--- config.mk ---
export PLATFORM = sky130hd
export DESIGN_NAME = video_mode_ctrl
export DESIGN_NICKNAME = d
export VERILOG_FILES = /design/src/rtl/video_mode_ctrl.sv
export SDC_FILE = /design/constraint.sdc
export NUM_CORES = 1
export LEC_CHECK = 0
export CAP_MARGIN = 20
export CORE_MARGIN = 2
export CORE_UTILIZATION = 30
export DETAILED_ROUTE_END_ITERATION = 10
export GPL_ROUTABILITY_DRIVEN = 0
export PLACE_DENSITY_LB_ADDON = 0.1
export SYNTH_ARGS = -nofsm -noshare
export SYNTH_HDL_FRONTEND = slang
export SYNTH_SLANG_ARGS = --single-unit
--- constraint.sdc ---
create_clock -name clk_sys -period 1.88 [get_ports clk_sys]
set_clock_uncertainty 0.05 [all_clocks]
set_input_delay 0.376 -clock clk_sys [delete_from_list [all_inputs] [get_ports clk_sys]]
set_output_delay 0.376 -clock clk_sys [all_outputs]
set_load 0.05 [all_outputs]
--- src/rtl/video_mode_ctrl.sv ---
`default_nettype none
// ============================================================================
// Module   : video_mode_ctrl
// Purpose  : Sequences the video mixer mode controls (scandoubler, scanlines,
//            hq2x). The host writes a shadow register. The shadow is applied
//            atomically on a VSync falling edge, so the mixer never changes
//            mode in the middle of a frame.
//            A scandoubler change alters the sync timing. After such a change
//            the block holds force_blank for SETTLE_FRAMES frames.
// Ports    : clk_sys     - master clock; all logic runs on its rising edge
//            reset_n     - asynchronous active-low reset
//            vsync       - positive VSync pulse, synchronous to clk_sys
//            cfg_wr      - write strobe, accepted while cfg_ready=1
//            cfg_data    - {hq2x, scandoubler, scanlines[1:0]}
//            cfg_ready   - shadow can accept a write
//            pending     - shadow holds an unapplied value
//            scandoubler - active setting to the mixer
//            scanlines   - active setting to the mixer
//            hq2x        - active setting to the mixer
//            force_blank - the mixer output must be blanked
//            vs_lost     - a VSync timeout fired since the last write
// Options  : `define VIDEO_MODE_TIMEOUT_EN to enable the lost-VSync timeout.
//            Without it, vs_lost is tied to 0 and PENDING waits for VSync
//            indefinitely.
// Revision : 1.0 - initial release
// ============================================================================
module video_mode_ctrl #(
  parameter int SETTLE_FRAMES  = 2,
  parameter int TIMEOUT_CYCLES = 2000000
) (
  input  logic       clk_sys,
  input  logic       reset_n,
  input  logic       vsync,
  input  logic       cfg_wr,
  input  logic [3:0] cfg_data,
  output logic       cfg_ready,
  output logic       pending,
  output logic       scandoubler,
  output logic [1:0] scanlines,
  output logic       hq2x,
  output logic       force_blank,
  output logic       vs_lost
);

  typedef enum logic [1:0] {
    S_IDLE    = 2'd0,
    S_PENDING = 2'd1,
    S_SETTLE  = 2'd2
  } state_t;

  localparam logic [3:0] c_SETTLE_LOAD = 4'(SETTLE_FRAMES);

  state_t     r_state;
  logic       r_old_vs;
  logic [3:0] r_shadow;
  logic [3:0] r_settle_cnt;

  logic       w_vse;
  logic       w_accept;
  logic       w_timeout;
  logic       w_event;
  logic [3:0] w_apply_cfg;

  assign w_vse    = r_old_vs & ~vsync;
  assign w_accept = cfg_wr & (r_state != S_SETTLE);

  // A write landing in the same cycle as the apply event takes priority over
  // the stored shadow, so the newest value is never lost.
  assign w_apply_cfg = cfg_wr ? cfg_data : r_shadow;

`ifdef VIDEO_MODE_TIMEOUT_EN
  localparam int                c_TO_W    = $clog2(TIMEOUT_CYCLES + 1);
  localparam logic [c_TO_W-1:0] c_TO_LAST = c_TO_W'(TIMEOUT_CYCLES - 1);

  logic [c_TO_W-1:0] r_to_cnt;

  // The timeout counts cycles spent waiting in PENDING or SETTLE. A real VSync
  // edge restarts it, and so does an accepted write.
  assign w_timeout = (r_state != S_IDLE) && !w_vse && !w_accept &&
                     (r_to_cnt == c_TO_LAST);

  always_ff @(posedge clk_sys or negedge reset_n) begin
    if (!reset_n) begin
      r_to_cnt <= '0;
    end else if ((r_state == S_IDLE) || w_vse || w_accept || w_timeout) begin
      r_to_cnt <= '0;
    end else begin
      r_to_cnt <= r_to_cnt + 1'b1;
    end
  end
`else
  logic w_unused_timeout;

  assign w_timeout        = 1'b0;
  assign w_unused_timeout = |TIMEOUT_CYCLES;
`endif

  // A timeout behaves exactly like a VSync edge for sequencing purposes.
  assign w_event = w_vse | w_timeout;

  always_ff @(posedge clk_sys or negedge reset_n) begin
    if (!reset_n) begin
      r_state      <= S_IDLE;
      r_old_vs     <= 1'b0;
      r_shadow     <= 4'd0;
      r_settle_cnt <= 4'd0;
      cfg_ready    <= 1'b1;
      pending      <= 1'b0;
      scandoubler  <= 1'b0;
      scanlines    <= 2'd0;
      hq2x         <= 1'b0;
      force_blank  <= 1'b0;
      vs_lost      <= 1'b0;
    end else begin
      r_old_vs <= vsync;

      if (w_accept) begin
        vs_lost <= 1'b0;
      end

      case (r_state)
        S_IDLE: begin
          // A VSync edge in IDLE is deliberately ignored.
          if (cfg_wr) begin
            r_shadow <= cfg_data;
            pending  <= 1'b1;
            r_state  <= S_PENDING;
          end
        end

        S_PENDING: begin
          if (w_event) begin
            {hq2x, scandoubler, scanlines} <= w_apply_cfg;
            pending <= 1'b0;
            if (w_timeout) begin
              vs_lost <= 1'b1;
            end
            // A change in scandoubler alters the sync timing, so blank the
            // output until the downstream timing has settled.
            if (w_apply_cfg[2] != scandoubler) begin
              force_blank  <= 1'b1;
              cfg_ready    <= 1'b0;
              r_settle_cnt <= c_SETTLE_LOAD;
              r_state      <= S_SETTLE;
            end else begin
              r_state <= S_IDLE;
            end
          end else if (cfg_wr) begin
            r_shadow <= cfg_data;
          end
        end

        S_SETTLE: begin
          // Writes are ignored here; cfg_ready is low.
          if (w_event) begin
            if (w_timeout) begin
              vs_lost <= 1'b1;
            end
            if (w_timeout || (r_settle_cnt <= 4'd1)) begin
              force_blank  <= 1'b0;
              cfg_ready    <= 1'b1;
              r_settle_cnt <= 4'd0;
              r_state      <= S_IDLE;
            end else begin
              r_settle_cnt <= r_settle_cnt - 4'd1;
            end
          end
        end

        default: begin
          r_state <= S_IDLE;
        end
      endcase
    end
  end

endmodule
`default_nettype wire

-- After elaboration in Yosys (flattened, before gate mapping)
Cells that the tools add are included.
W data, S select, Z words.
- register bits: 18
- input bits: 8
- output and inout bits: 8
- word-level logic and storage cells: 59
- add/sub/neg operators: 1
- $lt $le $gt $ge: 1
- equality and inequality tests: 9
- mux-type cells: 27
- bitwise gates (word level): 2
- reductions and logical operators: 9
- operator list (operator ; number):
    $mux W4 ; 6
    $pmux W4 S2 ; 2
    $ne A2 B2 Y1 const B ; 6
    $mux W1 ; 10
    $mux W2 ; 5
    $reduce_and A4 Y1 ; 2
    $pmux W1 S2 ; 3
    $pmux W2 S3 ; 1
    $reduce_and A5 Y1 ; 1
    $le A4 B1 Y1 const B ; 1
    $reduce_and A2 Y1 ; 2
    $reduce_bool A2 Y1 ; 2
    $sub A4 B1 Y4 const B ; 1
    $reduce_and A3 Y1 ; 1
    $eq A2 B1 Y1 const B ; 1
    $eq A2 B2 Y1 const B ; 1
    $logic_not A2 Y1 ; 1
    $and A1 B1 Y1 ; 1
    $ne A1 B1 Y1 ; 1
    $not A1 Y1 ; 1

-- Longest topological paths before layout
Gate-level depths: netlist of run 1.
- depth after elaboration: 5
- gate-level depth with buffers: 6
- mapped depth without buffers: 6

-- Worst setup path before layout of run 1
No wires, ideal clock.
- path kind: register -> register
- from: register scandoubler
- to: register r_settle_cnt[1]
- setup time: 0.082 ns
- data arrival time: 1.541 ns
- required time: 1.748 ns
- setup slack: 0.207 ns
- stages on the path, launching flop included: 4
- path buffers: 0
- period minus slack after synthesis: 1.673 ns
- cells stage by stage: dfrtp_1 or4_1 a31o_1 a22oi_2
- word-level cells in the longest chain between the ends: 3
- ends and longest elaborated chain (element ; RTL line ; RTL):
    start, declared ; 38 ; output logic scandoubler,
    start signal, assigned ; 133 ; {hq2x, scandoubler, scanlines} <= w_apply_cfg;
    $ne A1 B1 Y1 ; 140 ; if (w_apply_cfg[2] != scandoubler) begin
    $ne A2 B2 Y1 (no source line) ; - ;
    $reduce_and A4 Y1 (no source line) ; - ;
    end signal, assigned ; 143 ; r_settle_cnt <= c_SETTLE_LOAD;
    end signal, assigned ; 165 ; r_settle_cnt <= r_settle_cnt - 4'd1;
    end, declared ; 56 ; logic [3:0] r_settle_cnt;
Every way passes these cells.
A chain may end at the register's enable or synchronous reset.

-- Worst setup path after layout of run 1
- from: input cfg_wr
- to: register r_settle_cnt[1]
- word-level cells in the longest chain between the ends: 4
- ends and longest elaborated chain (element ; RTL line ; RTL):
    start, declared ; 34 ; input logic cfg_wr,
    $mux W4 ; - ;
    $ne A1 B1 Y1 ; 140 ;
    $ne A2 B2 Y1 (no source line) ; - ;
    $reduce_and A4 Y1 (no source line) ; - ;
Every way passes these cells.

==> run summary, run 1 <==
TritonCTS built the clock tree. The area of the die is 0.00340 mm². The average footprint of a synthesized cell is 10.3 µm².

The required time of the critical path came out at 2.05 ns. Prior to clock tree synthesis, the placed netlist has a worst setup slack of -0.127 ns. Once the clock tree was built, the setup fixing pass inserted 0 buffers. The worst-path maximum fanout is 3. The clock drives 18 sinks. The area of the placeable core came out at 0.00278 mm². The flow ran to the end, and the final reports show no timing, DRC or antenna violations.

The static leakage power came out at 0.000498 µW. The clock transition at the register clock pins on the worst setup and hold paths after CTS is 0.10 ns. The share of the synthesized area in the top cell type is 48.0%. The H-tree depth is 1. The pre-antenna-repair detailed-routing pass consisted of 3 iterations. Once the floorplan was initialized, standard cells occupied 31.8% of the core. The critical-path cell with the highest stage delay is sky130_fd_sc_hd__clkdlybuf4s50_1.

The clock period minus worst slack is 1.69 ns. The number of different library cells in the post-synthesis netlist came out at 30. The total number of placement rows came out at 19. The routed design has 1750 µm of wire. The number of buffers on the longest clock path is 2. Setup repair after global routing left no endpoint under its margin. The areal power density over the cells came out at 1470 mW/mm². The count of pins over their slew limit is 0. The total CTS buffers is 3. Leaving out fill and tap cells, the most frequent cell in the layout is sky130_fd_sc_hd__dfrtp_1. The critical path is of the in -> reg type. The clock latency of the later-clocked register in the worst-skew pair came out at 0.29 ns. The detail-routed net length per standard cell came out at 12.6 µm. The number of synthesized register bits is 18.

The total via count in the routed design came out at 698. The maximum single-stage delay on the critical path came out at 0.50 ns. The maximum number of pins on one net before global-route repair is 19. The number of buffers added to fix hold violations after cts is 0. The final antenna diode count came out at 0. The top cell types in the final layout, fill and taps aside, are sky130_fd_sc_hd__dfrtp_1 (17), sky130_fd_sc_hd__buf_4 (15), sky130_fd_sc_hd__nor2_1 (10). The setup violation total in the final timing report is 0.

Input and output buffers added on the ports amount to 14. The arrival time at the worst endpoint came out at 1.87 ns. Once detail routing completed, the nets flagged for antenna violations numbered 0.

The overflow left after global routing came out at 0. The initial antenna violation count came out at 0. The critical path startpoint category is an input port.

The share of the core filled with cells in the final layout came out at 40.3%. Traced cell by cell, the critical path runs through clkdlybuf4s50_1 -> mux2i_1 -> or4_1 -> a31o_1 -> a22oi_2. The final clock period utilization by the worst path came out at 90.2%.

For this run, design rule violations remaining after detail routing come to 0. The first global-routing pass estimated 3190 µm of wire. Relative to the synthesized area, the layout overhead comes to 26.6%. Timing would allow up to 0.590 GHz. The category of the worst setup path capture point is a register. The final setup TNS is 0 ns. The cell count after synthesis came out at 86. The largest total area in the synthesized netlist belongs to sky130_fd_sc_hd__dfrtp_1. The top-level I/O count came out at 16. The worst setup slack after layout came out at 0.185 ns. The die extent in x is 58.3 µm. The number of maximum-capacitance violations is 0. Once the clock tree was built, the resizer swapped 0 gates to a different size.

The average via count per standard cell is 5.02. Global routing consumed, over all layers together, 12.4% of the routing resources. The final layout contains 119 nets. The total count of hold-check failures in the final report came out at 0.

The die is 58.3 µm tall. By area the synthesized netlist is led by sky130_fd_sc_hd__dfrtp_1 (48%), sky130_fd_sc_hd__mux2i_1 (5.6%), sky130_fd_sc_hd__mux2_2 (5.1%), sky130_fd_sc_hd__nor2_1 (4.2%), sky130_fd_sc_hd__a21oi_1 (4.0%). When the netlist entered floorplanning its net count stood at 96. The via count of the first global-routing pass was 714. The proportion of synthesized chip area in sequential cells came out at 51.0%. The half-perimeter wire length after detailed placement is 1340 µm. The detailed router's first-iteration violation count is 19. The root buffer cell is sky130_fd_sc_hd__clkbuf_4. The synthesized cell area is 886 µm². In this run the worst hold path is classified as in -> async. The share of layout cells above drive strength 1 is 23.1%. The number of warning messages in the yosys log is 0. The highest ir drop seen on vdd came out at 0.767 mV.
[metal layers]
metal | wire (µm) | vias up | GRT usage (%)
li1 | - | 349 | -
met1 | 843 | 334 | 16.3
met2 | 799 | 13 | 19.6
met3 | 89 | 2 | 4.40
met4 | 12 | 0 | 2.99
met5 | 0 | - | 0
[Yosys cell counts]
library cell                number
sky130_fd_sc_hd__ha_1            2
sky130_fd_sc_hd__nand4b_1        1
sky130_fd_sc_hd__or3_1           1
sky130_fd_sc_hd__dfstp_2         1
sky130_fd_sc_hd__conb_1          1
sky130_fd_sc_hd__nand2_1         5
sky130_fd_sc_hd__a21oi_1         7
sky130_fd_sc_hd__o31ai_1         1
sky130_fd_sc_hd__nor2b_1         1
sky130_fd_sc_hd__a22oi_1         1
sky130_fd_sc_hd__inv_1           4
sky130_fd_sc_hd__o2bb2ai_1       2
sky130_fd_sc_hd__xnor2_1         1
sky130_fd_sc_hd__nand2b_1        3
sky130_fd_sc_hd__or4_1           1
sky130_fd_sc_hd__a31oi_1         1
sky130_fd_sc_hd__mux2i_1         5
sky130_fd_sc_hd__a22oi_2         1
sky130_fd_sc_hd__o22a_1          1
sky130_fd_sc_hd__clkbuf_1        2
sky130_fd_sc_hd__dfrtp_1        17
sky130_fd_sc_hd__mux2_2          4
sky130_fd_sc_hd__nor3_1          4
sky130_fd_sc_hd__nor2_1         10
sky130_fd_sc_hd__a31o_1          1
sky130_fd_sc_hd__a21boi_1        1
sky130_fd_sc_hd__buf_4           2
sky130_fd_sc_hd__o21ai_0         3
sky130_fd_sc_hd__o22ai_1         1
sky130_fd_sc_hd__nand3b_1        1
[path summary, 6_finish.rpt]
check	startpoint	endpoint	slack [ns]	cells after the start
setup reg to reg	r_state[0]	r_settle_cnt[1]	0.36	4
setup / recovery	cfg_wr	r_settle_cnt[1]	0.19	5
hold reg to reg	r_shadow[3]	r_shadow[3]	0.46	1
min in group clk_sys	r_shadow[3]	r_shadow[3]	0.46	1
max in group asynchronous	reset_n	cfg_ready	1.17	2
hold / removal	reset_n	force_blank	0.35	2
[flip-flops by register name (all words and copies together), names as in the netlist]
signal        count
scandoubler       1
r_state           2
scanlines         2
hq2x              1
r_old_vs          1
pending           1
r_shadow          4
cfg_ready         1
force_blank       1
r_settle_cnt      4
[metrics by stage]
| step | hold slack [ns] | power, µW | instances | instance area (µm²) |
|---|---|---|---|---|
| finish | 0.351 | 1650 | 139 | 1120 |
| global route | 0.353 | 1790 | 139 | 1120 |
| CTS | 0.353 | 1670 | 139 | 1120 |
| detailed placement | 0.445 | 1430 | 135 | 1080 |
| global placement | 0.436 | 1420 | 135 | 1080 |
| floorplan | 0.0304 | 1160 | 86 | 886 |
[where the power goes]
part / internal [µW] / switching [µW]
logic: 307 / 488
registers: 525 / 95.0
clock network: 118 / 118
total: 950 / 701
[worst max-delay path: cells and delay by family]
kind / cells / cell delay, ns
AO/OA/AOI/OAI: 2 / 0.43
buffers and inverters: 1 / 0.50
multiplexers: 1 / 0.12
AND/OR/NAND/NOR: 1 / 0.44
[layout make-up]
type | instances | area, µm²
sequential | 18 | 452
inverter | 4 | 15.0
multi-input combinational | 60 | 397
timing repair buffer | 22 | 183
fill | 275 | 1660
tap | 31 | 38.8
clock buffer | 4 | 36.3
[cells by family after synthesis]
kind of cell             after synthesis  share of synthesized area [%]
other                                  1                          0.423
XOR/XNOR                               1                          0.989
AND/OR/NAND/NOR                       27                           14.8
AO/OA/AOI/OAI                         20                           15.0
buffers and inverters                  8                           4.24
adder cells (fa/ha/maj)                2                           2.82
flip-flops                            18                           51.0
multiplexers                           9                           10.7
Note: power is estimated with default switching activity, not from simulation.
==> run 2: changes to the inputs <==
Settings changed: CAP_MARGIN 20 to unset, CORE_UTILIZATION 30 to 42.
==> run 2 against run 1 <==
Die area down 27%. Sequential share of layout area is 0.18 points higher. First-iteration DRC count shrank 5.3%. Utilization up 16 points. Worst hold slack worse by 0.050 ns. Fmax decreased by 2.5%. Design area fell by 0.45%. Cell count shrank 2.9%. Non-clock buffer count is the same. Critical path depth stayed put. Register-to-register slack worse by 0.18 ns.
==> run summary, run 2 (synthesized netlist as in run 1, its figures left out) <==
The area of the die is 0.00249 mm² (-27%). The number of buffers on the longest clock path came to 2 (unchanged). The detail-routed net length per standard cell came out at 12.8 µm (+2.0%).

The static leakage power is 0.000497 µW (about the same). The flow ran to the end, and the final reports show no timing, DRC or antenna violations. The cell area after layout came out at 0.00112 mm² (-0.45%). The achievable clock frequency was 0.575 GHz (-2.5%). The vertical extent of the die is 49.9 µm (-14%). The areal power density over the cells came to 1470 mW/mm² (-0.41%).

The count of pins over their slew limit came out at 0 (unchanged). The critical path goes through clkdlybuf4s50_1 -> mux2i_1 -> or4_1 -> a31o_1 -> a22oi_2. The worst-path maximum fanout is 4 (+1). The total DRC errors in the routed layout came out at 0 (unchanged). The required time of the critical path is 2.04 ns (about the same). The type of the tightest min-delay check is in -> async. The number of buffers added to fix hold violations after cts is 0 (unchanged). The cell area after placement is 0.00108 mm² (-0.46%). The setup violation total in the final timing report came out at 0 (unchanged). The die extent in x is 49.9 µm (-14%). The worst-case reg-to-reg path depth came to 4 (unchanged). The total CTS buffers is 3 (unchanged). The worst reg2reg path startpoint is r_state[0]. The average via count per standard cell was 5.03 (+0.16%). In the final layout, the registers with the most flip-flops are r_settle_cnt: 4 flops, r_shadow: 4 flops. The final clock period utilization by the worst path came to 92.5% (+2.3 points). The number of clock sinks is 18 (unchanged). The highest ir drop seen on vdd came out at 0.889 mV (+16%).

The total count of hold-check failures in the final report is 0 (unchanged). The final cell count without fillers is 135 (-2.9%). The overflow left after global routing is 0 (unchanged). The total of cells resized after clock tree synthesis is 0 (unchanged). Relative to the synthesized area, the layout overhead comes to 26.0%. CTS placed an instance of sky130_fd_sc_hd__clkbuf_4 at the clock tree root.

Setup repair after global routing left no endpoint under its margin. The clock transition at the register clock pins on the worst setup and hold paths after CTS is 0.10 ns (about the same). The area of the placeable core came to 0.00198 mm² (-29%). The share of layout cells above drive strength 1 came out at 23.1% (unchanged). The endpoint of the most critical register-to-register path is r_settle_cnt[1]. The wire length after detailed routing came out at 1730 µm (-0.92%).

The clock period minus worst slack was 1.74 ns (+0.0438 ns). The overall routing resource usage is 15.7% (+3.3 points). The number of search-and-repair iterations in the first detailed-routing pass was 4 (+1). The detailed router's first-iteration violation count is 18 (-1). The final antenna diode count came out at 0 (unchanged). The clock latency of the later-clocked register in the worst-skew pair was 0.29 ns (about the same). The classification of the worst setup path is in -> reg.

The arrival time at the worst endpoint came to 1.90 ns (+0.03 ns). The H-tree depth came out at 1 (unchanged). The initial antenna violation count came out at 0 (unchanged). The final net count came to 119 (unchanged).

The via count of the first global-routing pass came to 663 (-7.1%). Following the worst setup path forward leads to its endpoint at r_settle_cnt[1]. The total via count in the routed design is 679 (-2.7%). The half-perimeter wire length after detailed placement is 1310 µm (-2.3%). The setup fix buffers added after clock tree synthesis was 0 (unchanged). The library cell used most frequently in the layout, excluding fill and tap cells, is sky130_fd_sc_hd__dfrtp_1. The cell count along the critical path came out at 5 (unchanged).

The starting density of the core came out at 44.7% (+13 points). TritonCTS built the clock tree. The top cell types in the final layout, fill and taps aside, are sky130_fd_sc_hd__dfrtp_1 (17), sky130_fd_sc_hd__buf_4 (15), sky130_fd_sc_hd__nor2_1 (10). The top-level I/O count is 16 (unchanged). The antenna violation net count after detailed routing was 0 (unchanged). The fill cell total of the finished layout came out at 163 (-41%). The most critical setup path has its startpoint at cfg_wr.

The total number of placement rows was 16 (-3). The global-route wire length before repair is 2960 µm (-7.3%). The maximum single-stage delay on the critical path came to 0.50 ns (about the same). The register-to-register path setup slack came to 0.18 ns (-0.18 ns).

The slowest stage of the critical path is the sky130_fd_sc_hd__clkdlybuf4s50_1 cell. The maximum number of pins on one net before global-route repair came out at 12 (-7). Broken down by cell family, the worst path's largest delay share belongs to buffers and inverters. The combined buffer and inverter count along the critical path is 1 (unchanged). The number of maximum-capacitance violations came out at 0 (unchanged). The final total power came out at 1640 µW (-0.86%). The critical path startpoint category is an input port. The number of cells in the design after placement came to 131 (-3.0%). The number of I/O port buffers came to 14 (unchanged).

The category of the worst setup path capture point is a register.
==> run 2: cell counts in the layout (fill, tap and decap cells not counted) <==
No cell type changed its count.
==> run 2: per-layer routing <==
metal,up-vias,share of wire [%],global-route usage [%]
li1,342,-,-
met1,327,49,20.4
met2,8,48,24.9
met3,2,1.9,2.73
met4,0,0.81,8.33
met5,-,0,0
==> run 2: through the flow <==
stage	setup TNS, ns	setup WS [ns]	utilization (%)	hold WS (ns)
2_1_floorplan	0	0.207	-	0.0304
3_3_place_gp	-0.512	-0.134	54.5	0.436
3_5_place_dp	-0.609	-0.161	54.5	0.444
4_1_cts	0	0.146	56.3	0.297
5_1_grt	0	0.133	56.3	0.297
6_report	0	0.141	56.3	0.300
==> run 2: layout make-up <==
cell class	instances	area, µm²	area share [%]
Timing Repair Buffer	22	183	16.4
Clock buffer	4	36.3	3.25
Sequential cell	18	452	40.5
Tap cell	27	33.8	3.03
Multi-Input combinational cell	60	397	35.5
Inverter	4	15.0	1.35
==> run 2: worst min path at each step <==
stage                      startpoint           to  slack [ns]  cells past startpoint
after floorplan               reset_n  force_blank        0.03                      0
after global placement    r_shadow[1]  r_shadow[1]        0.44                      1
after detailed placement  r_shadow[2]  r_shadow[2]        0.44                      1
after CTS                     reset_n  r_shadow[1]        0.30                      1
after global routing          reset_n  r_shadow[1]        0.30                      1
final                         reset_n  r_shadow[1]        0.30                      1
==> run 2: where the power goes <==
| group | switching [µW] | internal, µW |
|---|---|---|
| clock network | 117 | 118 |
| registers | 111 | 525 |
| logic | 471 | 295 |
==> run 3: changes to the inputs <==
Settings changed: CELL_PAD_IN_SITES_DETAIL_PLACEMENT set to 0, CELL_PAD_IN_SITES_GLOBAL_PLACEMENT set to 1, CORE_UTILIZATION 42 to 39, GPL_ROUTABILITY_DRIVEN 0 to 1.
==> run 3 against run 2 <==
Count of clock-buffer cells in the layout is the same. Combinational power about the same. Sequential share of layout area increased by 0.32 points. Fmax rose by 0.21%. Design area is 0.78% lower. Critical path type unchanged. Critical endpoint unchanged. Largest power group unchanged.
==> run summary, run 3 (synthesized netlist as in run 1, its figures left out) <==
The arrival time at the worst endpoint is 1.90 ns (about the same). The flow ran to the end, and the final reports show no timing, DRC or antenna violations. The achievable clock frequency came out at 0.576 GHz (+0.21%).

The worst setup path is launched from an input port. The combined buffer and inverter count along the critical path was 1 (unchanged). The number of buffers on the longest clock path is 2 (unchanged). Setup repair after global routing left no endpoint under its margin.

In the final layout, the registers with the most flip-flops are r_settle_cnt: 4 flops, r_shadow: 4 flops. The final setup TNS came out at 0 ns (unchanged). The total CTS buffers is 3 (unchanged). The total number of placement rows was 17 (+1). The multi-input logic area came out at 397 µm² (unchanged). The share of the core filled with cells in the final layout is 51.0% (-5.3 points). The die extent in x is 51.7 µm (+3.5%). The highest ir drop seen on vdd is 0.687 mV (-23%). The tree is rooted in a sky130_fd_sc_hd__clkbuf_4.

The setup violation total in the final timing report came out at 0 (unchanged). The final clock period utilization by the worst path is 92.3% (-0.19 points). The global-route wire length before repair came out at 2880 µm (-2.6%). The clock latency of the later-clocked register in the worst-skew pair came out at 0.29 ns (about the same).

The tightest min-delay check is of the in -> async type. The top-level I/O count is 16 (unchanged). The starting density of the core is 40.8% (-3.9 points). The area of the die is 0.00267 mm² (+7.1%). The final total power came out at 1590 µW (-3.0%). The number of buffers added to fix hold violations after cts came out at 0 (unchanged). The half-perimeter wire length after detailed placement came out at 1250 µm (-4.6%). The wire length after detailed routing is 1650 µm (-4.8%). The setup fix buffers added after clock tree synthesis came out at 0 (unchanged). Leaving out fill and tap cells, the most frequent cell in the layout is sky130_fd_sc_hd__dfrtp_1. The maximum single-stage delay on the critical path is 0.50 ns (about the same). The overall routing resource usage is 15.0% (-0.75 points). The clock period minus worst slack was 1.74 ns (-0.00363 ns). On the critical path, the stage with the largest delay is an instance of sky130_fd_sc_hd__clkdlybuf4s50_1.

The final antenna diode count came to 0 (unchanged). The category of the worst setup path capture point is a register. Among cell families on the critical path, the largest total delay comes from buffers and inverters. The initial antenna violation count is 0 (unchanged). The overflow left after global routing is 0 (unchanged). The count of pins over their slew limit came out at 0 (unchanged).

The area of the placeable core came to 0.00217 mm² (+9.5%). The worst hold-check slack was 0.344 ns (+0.0440 ns). The H-tree depth is 1 (unchanged).

The number of clock sinks came out at 18 (unchanged). The signal on the critical path passes through clkdlybuf4s50_1 -> mux2i_1 -> or4_1 -> a31o_1 -> a22oi_2. The fill cell total of the finished layout came out at 202 (+24%).

The number of I/O port buffers is 14 (unchanged). The total count of hold-check failures in the final report is 0 (unchanged). The classification of the worst setup path is in -> reg. The vertical extent of the die came out at 51.7 µm (+3.5%). The final weighted congestion of routability-driven global placement is 0.748.

The average via count per standard cell came out at 4.92 (-2.2%). The required time of the critical path is 2.04 ns (about the same). The share of layout cells above drive strength 1 is 22.2% (-0.93 points). The total via count in the routed design is 669 (-1.5%). The number of search-and-repair iterations in the first detailed-routing pass came out at 4 (unchanged). The worst-path maximum fanout is 4 (unchanged). The final net count is 119 (unchanged).

The antenna violation net count after detailed routing came to 0 (unchanged). The number of maximum-capacitance violations was 0 (unchanged). The via count of the first global-routing pass is 639 (-3.6%).

TritonCTS built the clock tree. The synthesis-to-layout area growth came out at 25.0%. The clock transition at the register clock pins on the worst setup and hold paths after CTS came out at 0.10 ns (about the same). The maximum number of pins on one net before global-route repair came out at 19 (+7).

The total DRC errors in the routed layout came out at 0 (unchanged). The areal power density over the cells is 1430 mW/mm² (-2.2%). The sequential cell area was 452 µm² (unchanged). The total of cells resized after clock tree synthesis was 0 (unchanged). The detailed router's first-iteration violation count is 10 (-8). The static leakage power is 0.000491 µW (-1.2%). The top cell types in the final layout, fill and taps aside, are sky130_fd_sc_hd__dfrtp_1 (17), sky130_fd_sc_hd__buf_4 (15), sky130_fd_sc_hd__nor2_1 (10). The detail-routed net length per standard cell was 12.1 µm (-5.5%).
-- run 3: cell counts in the layout (fill, tap and decap cells not counted) --
No cell type changed its count.
-- run 3: routing by layer --
metal / track usage (%) / wire [µm]
met1: 20.2 / 815
met2: 22.6 / 766
met3: 2.87 / 47
met4: 7.89 / 17
met5: 0 / 0
-- run 3: final timing paths --
| check | depth (start not counted) | start | slack (ns) | endpoint |
|---|---|---|---|---|
| setup / recovery | 5 | cfg_wr | 0.14 | r_settle_cnt[1] |
| min in group clk_sys | 1 | r_shadow[3] | 0.46 | r_shadow[3] |
| setup reg to reg | 4 | r_state[0] | 0.23 | r_settle_cnt[1] |
| hold reg to reg | 1 | r_shadow[3] | 0.46 | r_shadow[3] |
| max in group asynchronous | 2 | reset_n | 1.16 | cfg_ready |
| hold / removal | 2 | reset_n | 0.34 | scanlines[0] |
-- run 3: power by group --
group,leakage [µW],switching [µW],internal [µW],total [µW]
clock,0.0000150,113,82.4,195
combinational,0.000266,467,296,763
sequential,0.000210,105,525,630
total,0.000491,685,903,1590
-- run 3: area by class of cell --
class,instances,share of cell area (%)
timing repair buffer,22,16.5
tap,28,3.16
clock buffer,4,2.37
multi-input combinational,60,35.8
inverter,4,1.36
sequential,18,40.8
-- run 3: metrics by stage --
| stage | instances | worst slack [ns] | area [µm²] |
|---|---|---|---|
| 6_report | 136 | 0.145 | 1110 |
| 5_1_grt | 136 | 0.0759 | 1110 |
| 4_1_cts | 136 | 0.144 | 1110 |
| 3_5_place_dp | 132 | -0.156 | 1080 |
| 3_3_place_gp | 132 | -0.139 | 1080 |
| 2_1_floorplan | 86 | 0.207 | 886 |
-- run 3: worst reg2reg max path: cells and delay by family (launching register included) --
| kind | cells | cell delay [ns] |
|---|---|---|
| compound gates | 2 | 0.44 |
| buf+inv | 1 | 0.10 |
| flops | 1 | 0.45 |
| simple gates | 1 | 0.53 |
